`config.mk`:
```
export PLATFORM = sky130hd
export DESIGN_NAME = vga_pattern_scroller
export DESIGN_NICKNAME = d
export VERILOG_FILES = /design/src/rtl/vga_pattern_pkg.sv /design/src/rtl/scroll_offset.sv /design/src/rtl/vga_pattern_scroller.sv
export SDC_FILE = /design/constraint.sdc
export NUM_CORES = 1
export LEC_CHECK = 0
export ABC_AREA = 1
export BUFFER_PORTS_ARGS = -buffer_cell sky130_fd_sc_hd__buf_2
export CAP_MARGIN = 40
export CORE_MARGIN = 3
export CORE_UTILIZATION = 53
export CTS_CLUSTER_DIAMETER = 200
export DETAILED_ROUTE_END_ITERATION = 6
export GPL_TIMING_DRIVEN = 1
export HOLD_SLACK_MARGIN = 0.05
export PLACE_DENSITY = 0.81
export SLEW_MARGIN = 20
export SYNTH_ARGS = -nofsm -noshare
export SYNTH_HDL_FRONTEND = slang
export SYNTH_HIERARCHICAL = 1
export SYNTH_SLANG_ARGS = --single-unit
```
`constraint.sdc`:
```
create_clock -name clk -period 2.3 [get_ports clk]
set_input_delay 0.23 -clock clk [delete_from_list [all_inputs] [get_ports clk]]
set_output_delay 0.23 -clock clk [all_outputs]
set_load 0.01 [all_outputs]
```
`src/rtl/vga_pattern_pkg.sv`:
```
// Shared constants for the scrolling VGA test-pattern generator.
package vga_pattern_pkg;

  typedef enum logic [1:0] {
    MODE_BARS     = 2'd0,
    MODE_CHECKER  = 2'd1,
    MODE_GRADIENT = 2'd2,
    MODE_XOR      = 2'd3
  } mode_e;

  localparam logic SYNC_IDLE = 1'b1;

endpackage

```
`src/rtl/scroll_offset.sv`:
```
// One scroll-offset register: steps by +/- step when enabled, wraps modulo 2^COORD_W.
module scroll_offset #(
  parameter int COORD_W = 10,
  parameter int SPEED_W = 3
) (
  input  logic               clk,
  input  logic               reset,
  input  logic               en,
  input  logic               dir,
  input  logic [SPEED_W-1:0] step,
  output logic [COORD_W-1:0] offset
);

  logic [COORD_W-1:0] offset_q, offset_d, step_ext;

  always_comb begin
    step_ext = COORD_W'(step);
    offset_d = offset_q;
    if (en) offset_d = dir ? (offset_q - step_ext) : (offset_q + step_ext);
  end

  always_ff @(posedge clk or posedge reset) begin
    if (reset) offset_q <= '0;
    else       offset_q <= offset_d;
  end

  assign offset = offset_q;

endmodule

```
`src/rtl/vga_pattern_scroller.sv`:
```
// Scrolling VGA test pattern, four modes, registered/blanked RGB with aligned syncs.
// Vertical scroll is built only when VGA_SCROLL_Y_EN is defined.
module vga_pattern_scroller
  import vga_pattern_pkg::*;
#(
  parameter int COORD_W    = 10,
  parameter int COLOR_BITS = 2,
  parameter int SPEED_W    = 3
) (
  input  logic                  clk,
  input  logic                  reset,
  input  logic                  hsync_in,
  input  logic                  vsync_in,
  input  logic                  display_on,
  input  logic [COORD_W-1:0]    hpos,
  input  logic [COORD_W-1:0]    vpos,
  input  logic [1:0]            mode,
  input  logic [SPEED_W-1:0]    speed,
  input  logic [1:0]            dir,
  input  logic                  pause,
  output logic                  hsync_out,
  output logic                  vsync_out,
  output logic [COLOR_BITS-1:0] r,
  output logic [COLOR_BITS-1:0] g,
  output logic [COLOR_BITS-1:0] b,
  output logic                  frame_tick,
  output logic [COORD_W-1:0]    scroll_x,
  output logic [COORD_W-1:0]    scroll_y
);

  localparam int C = COLOR_BITS;

  logic               vs_prev_q, vs_prev_d;
  logic               frame_tick_q, frame_tick_d;
  mode_e              active_mode_q, active_mode_d;
  logic [SPEED_W-1:0] active_speed_q, active_speed_d;
  logic [1:0]         active_dir_q, active_dir_d;
  logic               hsync_q, hsync_d, vsync_q, vsync_d;
  logic [C-1:0]       r_q, r_d, g_q, g_d, b_q, b_d;

  logic               frame_edge, step_en;
  logic [COORD_W-1:0] mx, my, t;

  // End of the vsync pulse marks the frame boundary.
  assign frame_edge = vsync_in && !vs_prev_q;
  assign step_en    = frame_edge && !pause;

  // Steps use the previously latched speed/dir, so the new shadow values apply next frame.
  scroll_offset #(.COORD_W(COORD_W), .SPEED_W(SPEED_W)) u_scroll_x (
    .clk    (clk),
    .reset  (reset),
    .en     (step_en),
    .dir    (active_dir_q[0]),
    .step   (active_speed_q),
    .offset (scroll_x)
  );

`ifdef VGA_SCROLL_Y_EN
  scroll_offset #(.COORD_W(COORD_W), .SPEED_W(SPEED_W)) u_scroll_y (
    .clk    (clk),
    .reset  (reset),
    .en     (step_en),
    .dir    (active_dir_q[1]),
    .step   (active_speed_q),
    .offset (scroll_y)
  );
`else
  logic unused_dir_y;
  assign unused_dir_y = active_dir_q[1];
  assign scroll_y     = '0;
`endif

  always_comb begin
    vs_prev_d      = vsync_in;
    frame_tick_d   = frame_edge;
    active_mode_d  = active_mode_q;
    active_speed_d = active_speed_q;
    active_dir_d   = active_dir_q;
    if (frame_edge) begin
      active_mode_d  = mode_e'(mode);
      active_speed_d = speed;
      active_dir_d   = dir;
    end
    hsync_d = hsync_in;
    vsync_d = vsync_in;
  end

  always_comb begin
    mx  = hpos + scroll_x;
    my  = vpos + scroll_y;
    t   = mx ^ my;
    r_d = '0;
    g_d = '0;
    b_d = '0;
    case (active_mode_q)
      MODE_BARS: begin
        r_d = {C{mx[COORD_W-3]}};
        g_d = {C{mx[COORD_W-2]}};
        b_d = {C{mx[COORD_W-1]}};
      end
      MODE_CHECKER: begin
        r_d = {C{mx[5] ^ my[5]}};
        g_d = {C{mx[5] ^ my[5]}};
        b_d = {C{mx[5] ^ my[5]}};
      end
      MODE_GRADIENT: begin
        r_d = mx[COORD_W-1 -: C];
        g_d = my[COORD_W-1 -: C];
        b_d = t[COORD_W-1 -: C];
      end
      MODE_XOR: begin
        r_d = t[C+1:2];
        g_d = t[C+3:4];
        b_d = t[C+5:6];
      end
      default: ;
    endcase
    if (!display_on) begin
      r_d = '0;
      g_d = '0;
      b_d = '0;
    end
  end

  logic [1:0] unused_t_lsb;
  assign unused_t_lsb = t[1:0];

  always_ff @(posedge clk or posedge reset) begin
    if (reset) begin
      vs_prev_q      <= 1'b1;
      frame_tick_q   <= 1'b0;
      active_mode_q  <= MODE_BARS;
      active_speed_q <= '0;
      active_dir_q   <= '0;
      hsync_q        <= SYNC_IDLE;
      vsync_q        <= SYNC_IDLE;
      r_q            <= '0;
      g_q            <= '0;
      b_q            <= '0;
    end else begin
      vs_prev_q      <= vs_prev_d;
      frame_tick_q   <= frame_tick_d;
      active_mode_q  <= active_mode_d;
      active_speed_q <= active_speed_d;
      active_dir_q   <= active_dir_d;
      hsync_q        <= hsync_d;
      vsync_q        <= vsync_d;
      r_q            <= r_d;
      g_q            <= g_d;
      b_q            <= b_d;
    end
  end

  assign hsync_out  = hsync_q;
  assign vsync_out  = vsync_q;
  assign r          = r_q;
  assign g          = g_q;
  assign b          = b_q;
  assign frame_tick = frame_tick_q;

endmodule
```
After elaboration in Yosys (flattened, before gate mapping)
Cells that the tools add are included.
{"block": "totals", "rom_bits": 0, "mem_bits_rw": 0, "register_bits": 25, "elab_cells": 30, "in_bits": 33, "mem_count": 0, "latchBits": 0, "out_inout_bits": 29}
{"block": "op_classes", "eq_ne": 3, "shifts": 0, "n_reduce_logical": 5, "n_addsub": 3, "n_lt_le_gt_ge": 0, "div": 0, "bitwise_logic": 2, "mul": 0, "mux": 7}
{"cell": "one-hot mux 2 bit (4 select lines)", "n": 3}
{"cell": "adder 10 bit", "n": 1}
{"cell": "adder 10 x 3 -> 10 bit", "n": 1}
{"cell": "two-way mux 10 bit", "n": 1}
{"cell": "subtractor 10 x 3 -> 10 bit", "n": 1}
{"cell": "XOR 10 bit", "n": 1}
{"cell": "two-way mux 2 bit", "n": 3}
{"cell": "equality test 2 bit (second input constant)", "n": 2}
{"cell": "equality test 2 x 1 -> 1 bit (second input constant)", "n": 1}
{"cell": "logical AND 1 bit", "n": 2}
{"cell": "logical NOT 1 bit", "n": 2}
{"cell": "logical NOT 2 bit", "n": 1}
{"cell": "XOR 1 bit", "n": 1}

Longest topological paths before layout
{"block": "depth", "depth_word": 4, "depth_mapped": 15, "ltp_nobuf": 15}

Cells and area by module
Netlist, hierarchy kept.
{"module": "vga_pattern_scroller", "n_inst": 1, "cells_per_inst": 188, "seq_area_each_um2": 377.9, "area_each_um2": 1321.3}
{"module": "scroll_offset", "n_inst": 1, "cells_per_inst": 134, "seq_area_each_um2": 250.2, "area_each_um2": 934.6}

Worst setup path before layout
OpenSTA, ideal clock, no wires.
{"block": "synth_path", "path_type": "register to register", "startpoint": "register active_speed_q[0]", "endpoint": "register u_scroll_x.offset_q[7], in the netlist u_scroll_x/offset[7]", "stages_incl_launch_ff": 12, "setup_time_ns": 0.117, "t_required_ns": 2.183, "slack_ns": 0.258, "arrival_ns": 1.925, "n_path_buf": 0, "synth_period_minus_slack_ns": 2.042, "path_cell_list": "dfrtp_1 > inv_1 > ha_1 > ha_1 > or2_2 > ha_1 > a21oi_2 > nor2_1 > nor2_1 > nand3b_1 > nand3_1 > nand2_1"}
{"block": "synth_via", "elab_chain_cells": 2, "word_cells_on_any_way": 3, "cone_classes": "add/sub (2); mux (1)"}
{"item": "from (decl)", "line": "vga_pattern_scroller.sv:36", "text": "logic [SPEED_W-1:0] active_speed_q, active_speed_d;"}
{"item": "from (signal assigned)", "line": "vga_pattern_scroller.sv:144", "text": "active_speed_q <= active_speed_d;"}
{"item": "adder 10 x 3 -> 10 bit or subtractor 10 x 3 -> 10 bit (tied branches)", "line": "scroll_offset.sv:19", "text": "if (en) offset_d = dir ? (offset_q - step_ext) : (offset_q + step_ext);"}
{"item": "two-way mux 10 bit *", "line": "scroll_offset.sv:19"}
{"item": "to (signal assigned)", "line": "scroll_offset.sv:24", "text": "else offset_q <= offset_d;"}
{"item": "to (decl)", "line": "scroll_offset.sv:14", "text": "logic [COORD_W-1:0] offset_q, offset_d, step_ext;"}
Every way passes the cells marked *; elsewhere a longest branch is shown, timed or not.
A chain may end at the register's enable or synchronous reset.

Worst setup path in the final report
{"block": "layout_path", "startpoint": "register active_speed_q[0]", "endpoint": "register u_scroll_x.offset_q[8], in the netlist u_scroll_x/offset[8]"}
The elaborated chain is that of the path after synthesis.

==> flow_summary.yaml <==
logic_synthesis:
  seq_area_frac_synth: 0.278
  syn_inst: 322
  yosysWarnings: 6
  ys_ff_latch: 25
  avgSynthCellArea_um2: 7.01
  synth_cell_types: 36
  syn-cell-area_um2: 2260
  synth_area_leaders: "dfrtp_1 26%, nand2_1 17%, ha_1 11%, inv_1 6.8%, nand3_1 4.2%"
  synth_top_area_share: 0.255
  synth_area_leader_cell: "dfrtp_1"
placement:
  place_congestion: 0.880
  placed_cell_area_um2: 2510
  dp_hpwl_mm: 3.96
  port_buffers: 48
global_route:
  grt_max_degree: 16
  grt_pass1_vias: 1834
  grt_pass1_wl_mm: 7.94
  overflow: 0
  grt_util_all_layers: 0.194
  antenna_found_initial: 0
critical_path:
  r2r-end: "u_scroll_x/offset[8]"
  cp_data_required_time_ps: 2470
  worstPathArrival_ps: 2310
  r2r_slack_ps: 160
  endpoint_kind: "flip-flop"
  worstRegToRegCells: 12
  r2r-start: "active_speed_q[0]"
  critPathKind: "flip-flop to flip-flop"
  crit_fanout: 5
  worstSetupStartpointType: "flip-flop"
clocking:
  cts_tree: "done"
  clockBufferDepth: 2
  cts_buffers: 3
  clkSinkCount: 25
  clk_pin_slew_worst_paths_ps: 100
  htreeDepth: 1
  cts_root_buffer: "clkbuf_8"
  clk_latency_ps: 280
finish:
  area_growth_pct: 17.1
  diodes: 0
  final_common_cell: "nand2_1"
  design_area_um2: 2640
  final_cell_mix: "105 x nand2_1, 48 x buf_2, 41 x inv_1"
  final_layout_size_suffix_gt1_frac: 0.255
  nFillCells: 365
  num-nets-final: 430
min_path:
  worstHoldStart: "speed[2]"
  min_path_cells: 3
  min_path_type: "input port to flip-flop"
  holdPathEnd: "active_speed_q[2]"
timing:
  min_period_ps: 2140
  tns_ps: 0
  timing.slew.headroom: 0.613
  setup_viol: 0
  max_freq_ghz: 0.468
  drv_slew: 0
  finalHoldViolations: 0
  rsz0062_at_grt: "false"
  worst_slew_pin_slew_ps: 580
  clock-skew-final_ps: 7.19
  finalCritPeriodShare: 0.930
route:
  drc: 0
  drt_pass1_iterations: 5
  final_antenna_net_count: 0
  wire_per_inst_um: 11.5
  viasPerCell: 5.00
  drt_iter0_drc: 98
  route.vias.total: 2132
  postRouteWirelength_mm: 4.92
floorplan:
  boundaryPins: 62
  die_area_um2: 5080
  num_rows: 23
  die_y_um: 71.2
  start_util: 0.556
  core-area_um2: 4060
  die_x_um: 71.2
power_and_ir_drop:
  ir_drop_mv: 0.639
  power.leakage_uw: 0.00151
  power.density_nw_per_um2: 1200
flow_run:
  maxCapViolations: 0
outcome:
  status: "finished, final reports clean"
## state kept, by name (all words and copies together), names as in the netlist
register / cells
u_scroll_x/offset: 10
active_speed_q: 3
active_mode_q: 2
b: 2
g: 2
r: 2
active_dir_q: 1
frame_tick: 1
hsync_out: 1
vsync_out: 1
## cell type report
cell class	instances	area, µm²	share of cell area
flip-flops and latches	25	628	0.238
multi-input cells	246	1440	0.544
clock buffers	3	41.3	0.0156
repair buffers	53	285	0.108
well taps	50	62.6	0.0237
clock inverters	1	7.51	0.00284
inverters	48	180	0.0682
## per-stage QoR
stage	total power [µW]	util	cells	setup WS (ps)	hold slack, ps
2_1_floorplan	2330	-	331	258	70.2
3_3_place_gp	2730	0.618	418	108	242
3_5_place_dp	2780	0.618	418	84.0	246
4_1_cts	3070	0.638	425	55.0	148
5_1_grt	3500	0.651	426	3.98	146
6_report	3160	0.651	426	162	153
## how the worst max path moves through the flow
stage	startpoint	slack, ps	to
detailed placement	active_speed_q[0]	80	u_scroll_x/offset[7]
floorplan	active_speed_q[0]	260	u_scroll_x/offset[7]
global placement	active_speed_q[0]	110	u_scroll_x/offset[7]
finish	active_speed_q[0]	160	u_scroll_x/offset[8]
CTS	active_speed_q[0]	50	u_scroll_x/offset[7]
global route	active_speed_q[0]	4	u_scroll_x/offset[9]
## synthesized netlist by cell type, drive strengths merged
cell type,count
a21oi,14
conb,1
buf,12
nor2,22
o21a,1
nand3,24
fa,1
or2,2
a21o,1
xor2,6
nand3b,5
inv,46
a31oi,2
xnor2,3
nand2,119
dfstp,2
nand4,2
clkinv,2
ha,19
dfrtp,23
o21bai,1
o22ai,1
o21ai,13
## what timing repair did
action,CTS,global route
hold buffers,3,0
setup endpoints to repair,0,4
setup buffers,0,1
endpoints found under the hold margin,25,0
gates resized for setup,0,9
## cell families after synthesis
family          count (synthesis)  share of synthesized area
buf+inv                        60                      0.120
xor+xnor                        9                     0.0433
fa+ha+maj                      20                      0.114
other cells                     1                    0.00166
compound gates                 33                     0.0849
flops                          25                      0.278
simple gates                  174                      0.357
## routing by layer
layer | global-route usage | routed length [µm] | up-vias
met5 | 0 | 0 | -
met1 | 0.251 | 2080 | 959
met4 | 0.0564 | 61 | 0
li1 | - | - | 1106
met3 | 0.0238 | 252 | 5
met2 | 0.341 | 2530 | 62
## critical path: stages (launching register included)
cell and delay (ps):
dfrtp_1 380, inv_1 60, ha_1 190, ha_1 260
o21ai_0 80, ha_1 370, nand2_1 80, o21ai_2 220
nand2_1 110, nand2_1 100, nand2_1 70, nand3_1 60
nand2_1 50
## report_power, final
part / internal (µW) / total (µW) / switching, µW
Sequential: 576 / 732 / 156
Combinational: 882 / 2160 / 1270
Clock: 123 / 276 / 153
(Power assumes the default switching activity.)
